File: src/rtl/rtlola_event_queue_if.sv
// Bundled input/output signals of the RTLola input-event queue.
// The master side drives channel values and pop requests; the queue is the slave.
interface rtlola_event_queue_if #(
  parameter int unsigned NUM_INPUTS = 2,
  parameter int unsigned DATA_W     = 64,
  parameter int unsigned DEPTH      = 4,
  parameter int unsigned TS_W       = 32
);
  localparam int unsigned CNT_W = $clog2(DEPTH) + 1;

  logic                         en;
  logic [NUM_INPUTS*DATA_W-1:0] in_data;
  logic [NUM_INPUTS-1:0]        in_new;
  logic                         pop;
  logic [NUM_INPUTS*DATA_W-1:0] out_data;
  logic [NUM_INPUTS-1:0]        out_new;
  logic [TS_W-1:0]              out_ts;
  logic                         q_push;
  logic                         q_push_valid;
  logic                         q_pop;
  logic                         q_pop_valid;
  logic [CNT_W-1:0]             count;
  logic                         overflow;

  modport master (
    output en, in_data, in_new, pop,
    input  out_data, out_new, out_ts, q_push, q_push_valid, q_pop, q_pop_valid,
           count, overflow
  );

  modport slave (
    input  en, in_data, in_new, pop,
    output out_data, out_new, out_ts, q_push, q_push_valid, q_pop, q_pop_valid,
           count, overflow
  );
endinterface

File: src/rtl/rtlola_event_queue.sv
// Timestamped input-event FIFO between RTLola stream inputs and the evaluator.
// Optional macro TIMESTAMP_DELTA_EN: out_ts reports the delta to the previously popped event.
module rtlola_event_queue #(
  parameter int unsigned NUM_INPUTS = 2,
  parameter int unsigned DATA_W     = 64,
  parameter int unsigned DEPTH      = 4,
  parameter int unsigned TS_W       = 32
) (
  input  logic                 clk,
  input  logic                 rst,
  rtlola_event_queue_if.slave  bus
);
  localparam int unsigned PTR_W = $clog2(DEPTH);
  localparam int unsigned CNT_W = PTR_W + 1;
  localparam int unsigned BUS_W = NUM_INPUTS * DATA_W;

  logic [BUS_W-1:0]      mem_data_q [DEPTH];
  logic [NUM_INPUTS-1:0] mem_new_q  [DEPTH];
  logic [TS_W-1:0]       mem_ts_q   [DEPTH];

  logic [PTR_W-1:0]      wr_ptr_q, wr_ptr_d;
  logic [PTR_W-1:0]      rd_ptr_q, rd_ptr_d;
  logic [CNT_W-1:0]      count_q, count_d;
  logic [TS_W-1:0]       ts_q, ts_d;
  logic [BUS_W-1:0]      out_data_q, out_data_d;
  logic [NUM_INPUTS-1:0] out_new_q, out_new_d;
  logic [TS_W-1:0]       out_ts_q, out_ts_d;
  logic                  overflow_q, overflow_d;
`ifdef TIMESTAMP_DELTA_EN
  logic [TS_W-1:0]       last_ts_q, last_ts_d;
`endif

  logic                  push_c, push_valid_c;
  logic                  pop_c, pop_valid_c;
  logic                  full_c;
  logic [BUS_W-1:0]      entry_data_c;

  // Channels without a new value store zero so stale bus contents never leak out.
  always_comb begin
    entry_data_c = '0;
    for (int unsigned i = 0; i < NUM_INPUTS; i++) begin
      if (bus.in_new[i]) begin
        entry_data_c[i*DATA_W +: DATA_W] = bus.in_data[i*DATA_W +: DATA_W];
      end
    end
  end

  // Handshake qualification; a pop only frees a slot when the queue is non-empty.
  always_comb begin
    push_c       = bus.en & (|bus.in_new);
    pop_c        = bus.en & bus.pop;
    full_c       = (count_q == CNT_W'(DEPTH));
    pop_valid_c  = pop_c & (count_q != '0);
    push_valid_c = push_c & (~full_c | pop_valid_c);
  end

  always_comb begin
    wr_ptr_d   = wr_ptr_q;
    rd_ptr_d   = rd_ptr_q;
    count_d    = count_q;
    ts_d       = ts_q;
    out_data_d = out_data_q;
    out_new_d  = out_new_q;
    out_ts_d   = out_ts_q;
    overflow_d = overflow_q;
`ifdef TIMESTAMP_DELTA_EN
    last_ts_d  = last_ts_q;
`endif

    if (bus.en) begin
      ts_d = ts_q + TS_W'(1);
    end

    if (push_valid_c) begin
      wr_ptr_d = wr_ptr_q + PTR_W'(1);
    end

    if (push_c && !push_valid_c) begin
      overflow_d = 1'b1;
    end

    if (pop_valid_c) begin
      rd_ptr_d   = rd_ptr_q + PTR_W'(1);
      out_data_d = mem_data_q[rd_ptr_q];
      out_new_d  = mem_new_q[rd_ptr_q];
`ifdef TIMESTAMP_DELTA_EN
      out_ts_d   = mem_ts_q[rd_ptr_q] - last_ts_q;
      last_ts_d  = mem_ts_q[rd_ptr_q];
`else
      out_ts_d   = mem_ts_q[rd_ptr_q];
`endif
    end

    unique case ({push_valid_c, pop_valid_c})
      2'b10:   count_d = count_q + CNT_W'(1);
      2'b01:   count_d = count_q - CNT_W'(1);
      default: count_d = count_q;
    endcase
  end

  always_ff @(posedge clk or negedge rst) begin
    if (!rst) begin
      wr_ptr_q   <= '0;
      rd_ptr_q   <= '0;
      count_q    <= '0;
      ts_q       <= '0;
      out_data_q <= '0;
      out_new_q  <= '0;
      out_ts_q   <= '0;
      overflow_q <= 1'b0;
`ifdef TIMESTAMP_DELTA_EN
      last_ts_q  <= '0;
`endif
    end else begin
      wr_ptr_q   <= wr_ptr_d;
      rd_ptr_q   <= rd_ptr_d;
      count_q    <= count_d;
      ts_q       <= ts_d;
      out_data_q <= out_data_d;
      out_new_q  <= out_new_d;
      out_ts_q   <= out_ts_d;
      overflow_q <= overflow_d;
`ifdef TIMESTAMP_DELTA_EN
      last_ts_q  <= last_ts_d;
`endif
    end
  end

  // Storage needs no reset: occupancy and pointers define which entries are live.
  always_ff @(posedge clk) begin
    if (push_valid_c) begin
      mem_data_q[wr_ptr_q] <= entry_data_c;
      mem_new_q[wr_ptr_q]  <= bus.in_new;
      mem_ts_q[wr_ptr_q]   <= ts_q;
    end
  end

  assign bus.q_push       = push_c;
  assign bus.q_push_valid = push_valid_c;
  assign bus.q_pop        = pop_c;
  assign bus.q_pop_valid  = pop_valid_c;
  assign bus.count        = count_q;
  assign bus.overflow     = overflow_q;
  assign bus.out_data     = out_data_q;
  assign bus.out_new      = out_new_q;
  assign bus.out_ts       = out_ts_q;

endmodule

File: src/flat_wrapper.sv
// flat-port wrapper written by rule: the top's interface ports become plain ports
module rtlola_event_queue_flat 
#(
  parameter int unsigned NUM_INPUTS = 2,
  parameter int unsigned DATA_W     = 64,
  parameter int unsigned DEPTH      = 4,
  parameter int unsigned TS_W       = 32
)
  (clk, rst, bus_en, bus_in_data, bus_in_new, bus_pop, bus_out_data, bus_out_new, bus_out_ts, bus_q_push, bus_q_push_valid, bus_q_pop, bus_q_pop_valid, bus_count, bus_overflow);
  rtlola_event_queue_if #(.NUM_INPUTS(NUM_INPUTS), .DATA_W(DATA_W), .DEPTH(DEPTH), .TS_W(TS_W)) bus_i ();
  input  logic clk;
  input  logic rst;
  input wire logic [$bits(bus_i.en)-1:0] bus_en;
  input wire logic [$bits(bus_i.in_data)-1:0] bus_in_data;
  input wire logic [$bits(bus_i.in_new)-1:0] bus_in_new;
  input wire logic [$bits(bus_i.pop)-1:0] bus_pop;
  output wire logic [$bits(bus_i.out_data)-1:0] bus_out_data;
  output wire logic [$bits(bus_i.out_new)-1:0] bus_out_new;
  output wire logic [$bits(bus_i.out_ts)-1:0] bus_out_ts;
  output wire logic [$bits(bus_i.q_push)-1:0] bus_q_push;
  output wire logic [$bits(bus_i.q_push_valid)-1:0] bus_q_push_valid;
  output wire logic [$bits(bus_i.q_pop)-1:0] bus_q_pop;
  output wire logic [$bits(bus_i.q_pop_valid)-1:0] bus_q_pop_valid;
  output wire logic [$bits(bus_i.count)-1:0] bus_count;
  output wire logic [$bits(bus_i.overflow)-1:0] bus_overflow;
  assign bus_i.en = bus_en;
  assign bus_i.in_data = bus_in_data;
  assign bus_i.in_new = bus_in_new;
  assign bus_i.pop = bus_pop;
  assign bus_out_data = bus_i.out_data;
  assign bus_out_new = bus_i.out_new;
  assign bus_out_ts = bus_i.out_ts;
  assign bus_q_push = bus_i.q_push;
  assign bus_q_push_valid = bus_i.q_push_valid;
  assign bus_q_pop = bus_i.q_pop;
  assign bus_q_pop_valid = bus_i.q_pop_valid;
  assign bus_count = bus_i.count;
  assign bus_overflow = bus_i.overflow;
  rtlola_event_queue #(.NUM_INPUTS(NUM_INPUTS), .DATA_W(DATA_W), .DEPTH(DEPTH), .TS_W(TS_W)) u_core (.clk(clk), .rst(rst), .bus(bus_i));
endmodule
File: config.mk
export PLATFORM = sky130hd
export DESIGN_NAME = rtlola_event_queue_flat
export DESIGN_NICKNAME = d
export VERILOG_FILES = /design/src/rtl/rtlola_event_queue_if.sv /design/src/rtl/rtlola_event_queue.sv /design/src/flat_wrapper.sv
export SDC_FILE = /design/constraint.sdc
export NUM_CORES = 1
export LEC_CHECK = 0
export CAP_MARGIN = 40
export CORE_ASPECT_RATIO = 1.25
export CORE_MARGIN = 5
export CORE_UTILIZATION = 35
export DETAILED_ROUTE_END_ITERATION = 6
export REMOVE_ABC_BUFFERS = 1
export SETUP_SLACK_MARGIN = 0.4
export SLEW_MARGIN = 0
export SYNTH_ARGS = -nofsm -noshare
export SYNTH_HDL_FRONTEND = slang
export SYNTH_SLANG_ARGS = --single-unit
File: constraint.sdc
create_clock -name clk -period 4.9 [get_ports clk]
set_input_delay 0.98 -clock clk [delete_from_list [all_inputs] [get_ports clk]]
set_output_delay 0.98 -clock clk [all_outputs]
set_load 0.01 [all_outputs]
==> run metrics <==
post-CTS setup buffers=0; global-route wire length before repair=110 mm; initial detailed-routing violation count=1141; Setup CP Type=in2out; Final Net Count=2319; overall global routing resource usage=0.147; clock skew after layout=0.0188 ns; count of flip-flops with a built-in enable after synthesis=648; initial antenna violation count=2; global route hottest layer=met2; hold_buf cts=0; layout cells sized above 1=0.157; main area contributors after synthesis=edfxtp_1 (61%), dfrtp_1 (16%), mux4_2 (11%), nand2_1 (5.9%), and2_1 (2.6%); fin util=0.433; library cell appearing most often on the critical path=clkdlybuf4s50_1; sort of element at the start of the critical path=primary input; number of cell rows=124; number of search-and-repair iterations in the first detailed-routing pass=5; critical path's largest stage delay=0.71 ns; post-route setup TNS=0 ns; core box area=0.0912 mm^2; number of inserted filler cells in the final layout=8022; dpl hpwl=44.7 mm; overall overflow remaining after global route=0; worst hold path class=in2async; CP top delay family=buffers and inverters; leakage power total=14.5 nW; worst-path maximum fanout=16; vertical extent of the die=348 um; maximum vdd drop=327 uV; post-synthesis register bit count=850; met2 Usage GRT=0.266; final weighted congestion in routability-driven placement=0.762; count of mapped cells out of synthesis=1837; number of buffers created by CTS=84; area growth from synthesis to final layout=23.2%; status=completed; syn avg cell area=17.5 um^2; width of the die=281 um; Post-Layout Cell Count=3446; count of input and output buffers=303; number of hold violations in the final report=0; Relative slew margins=0.444; clock insertion delay at the later pin of the skew report=0.64 ns; max-capacitance violation count=0; largest net degree at the start of global routing=96; post-detailed-route DRC marker count=0; post-synth design cell area=0.0321 mm^2; Warnings, synthesis=0; max-slew violation count=0; CP max stage cell=clkdlybuf4s50_1; setup violation total in the final timing report=0; CP bufs+invs=3; wire length per cell after detailed routing=21.0 um; count of different cell masters after synthesis=38; critical path, cell by cell=clkdlybuf4s50_1 -> and2_1 -> o31ai_4 -> inv_6 -> clkdlybuf4s50_1; most used flip-flop cell after synthesis=edfxtp_1; post-detailed-routing wire length=72.5 mm; clock-pin slew reported for the worst setup and hold paths after clock tree synthesis=0.06 ns; final cycle utilization of the critical path=0.804; sort of element at the end of the critical path=output pin; number of nets with antenna violations after detailed routing=0; CTS sink count=850; measured slew at the worst slew-check pin=0.834 ns; post-synthesis sequential area ratio=0.764; CTS-repair resized insts=0; highest clock rate=254 MHz; Placed Cells=3290; maximum level of the CTS H-tree=3; maximum number of buffers from clock root to sink=3; RSZ-0062 raised after global routing=false; P per Cell Area=571 mW/mm^2; Total Die Area=0.0979 mm^2; clock tree from TritonCTS=built; Arr. time, crit path=2.96 ns; pre-CTS setup slack=0.920 ns; Avg Vias per Cell=4.79; number of vias after detailed routing=16500; antenna cell count=0; proportion of register bits with asynchronous set or reset after synthesis=0.238; crit path time final=3.94 ns; met3 GRT Util=0.0260; area fraction of the dominant cell type after synthesis=0.607; most area-hungry cell type in the Yosys netlist=edfxtp_1; global-route track usage on met1=0.175; I/O pin total=304; smallest setup slack after layout=0.962 ns; effective utilization at floorplan=0.352; CP Data Required Time=3.92 ns; master cell of the clock root buffer=clkbuf_16; via count of the first global-routing pass=18000
==> per-layer routing <==
layer	wire [um]	part of all wire	vias to the layer above
li1	-	-	7424
met1	28000	0.39	8584
met2	39000	0.54	380
met3	3260	0.045	111
met4	2190	0.030	0
met5	0	0	-
==> kinds of logic (layout without fill, tap and decap cells) <==
logic type	Yosys count	in the layout	synth area share
and+or+nand+nor	680	680	0.0947
muxes	164	164	0.114
buffers and inverters	95	507	0.0130
adders and majority gates	6	6	0.00257
AOI/OAI and AO/OA	6	6	0.00113
xor gates and xnor gates	36	36	0.0101
DFF	850	850	0.764
==> flip-flops by register name, summed over array words and instances (netlist names) <==
signal,flops
u_core.rd_ptr_q,2
u_core.bus.count,3
u_core.bus.overflow,1
u_core.mem_data_q,512
u_core.wr_ptr_q,2
u_core.bus.out_new,2
u_core.mem_new_q,8
u_core.ts_q,32
u_core.mem_ts_q,128
u_core.bus.out_data,128
u_core.bus.out_ts,32
==> worst reg2reg max path, delay by kind of cell (launching register included) <==
| kind | cells | cell delay [ns] |
|---|---|---|
| multiplexers | 1 | 0.70 |
| buffers and inverters | 1 | 0.50 |
| AND/OR/NAND/NOR | 2 | 0.20 |
| flip-flops | 1 | 0.97 |
==> layout by cell type (no fill, tap or decap), drive strengths merged, types with 7 or more instances in the layout <==
cell           instances
bufinv                 8
dfrtp                202
nand3                 11
inv                   10
clkdlybuf4s50        300
nand2                501
edfxtp               648
clkbuf               111
and2                 135
nand4                  8
mux4                 162
buf                   44
clkinv                27
clkinvlp               7
xnor2                 28
xor2                   8
==> stage by stage <==
step / power [mW] / instance area, um^2 / hold WS (ns)
finish: 22.6 / 39500 / 0.307
detailed placement: 16.5 / 36700 / 0.461
floorplan: 14.0 / 31700 / 0.486
CTS: 23.0 / 39500 / 0.307
global route: 23.7 / 39500 / 0.336
global placement: 16.3 / 36700 / 0.455
==> area by class of cell <==
class                           count  area [um^2]  share of cell area
Tap cell                         1197         1500              0.0379
Timing Repair Buffer              344         3510              0.0887
Multi-Input combinational cell    892         7170               0.182
Sequential cell                   850        24500               0.620
Clock inverter                     45          515              0.0130
Inverter                            7         31.3            0.000792
Clock buffer                      111         2270              0.0575
==> power by group <==
part / leakage, nW / internal (mW) / switching (mW)
clock network: 1.35 / 3.73 / 2.71
registers: 8.57 / 9.40 / 0.824
logic: 4.57 / 3.03 / 2.86
==> cells in the mapped netlist, types with 2 or more instances <==
library cell,n
clkbuf_1,40
mux4_2,162
o21ai_0,2
a21oi_1,2
edfxtp_1,648
nand4_1,5
and4_1,3
inv_1,7
or2_2,2
dfrtp_1,202
nor3_1,5
nand3_1,10
and2_1,135
xor2_1,8
and3_1,3
buf_2,40
ha_1,5
nand2_1,501
xnor2_1,27
nor2_1,5
buf_1,6
and3_2,2
nand4_4,2
==> worst paths after layout <==
kind / startpoint / to / slack [ns] / depth (start not counted)
max: bus_en / bus_q_pop_valid / 0.96 / 5
min: rst / u_core.bus.out_data[111] / 0.31 / 1
max reg2reg: u_core.rd_ptr_q[0] / u_core.bus.out_data[90] / 2.42 / 4
min reg2reg: u_core.bus.out_data[19] / u_core.bus.out_data[19] / 0.47 / 2
max in group asynchronous: rst / u_core.rd_ptr_q[1] / 3.53 / 2
min in group clk: u_core.bus.out_data[19] / u_core.bus.out_data[19] / 0.47 / 2
(Power assumes the default switching activity.)
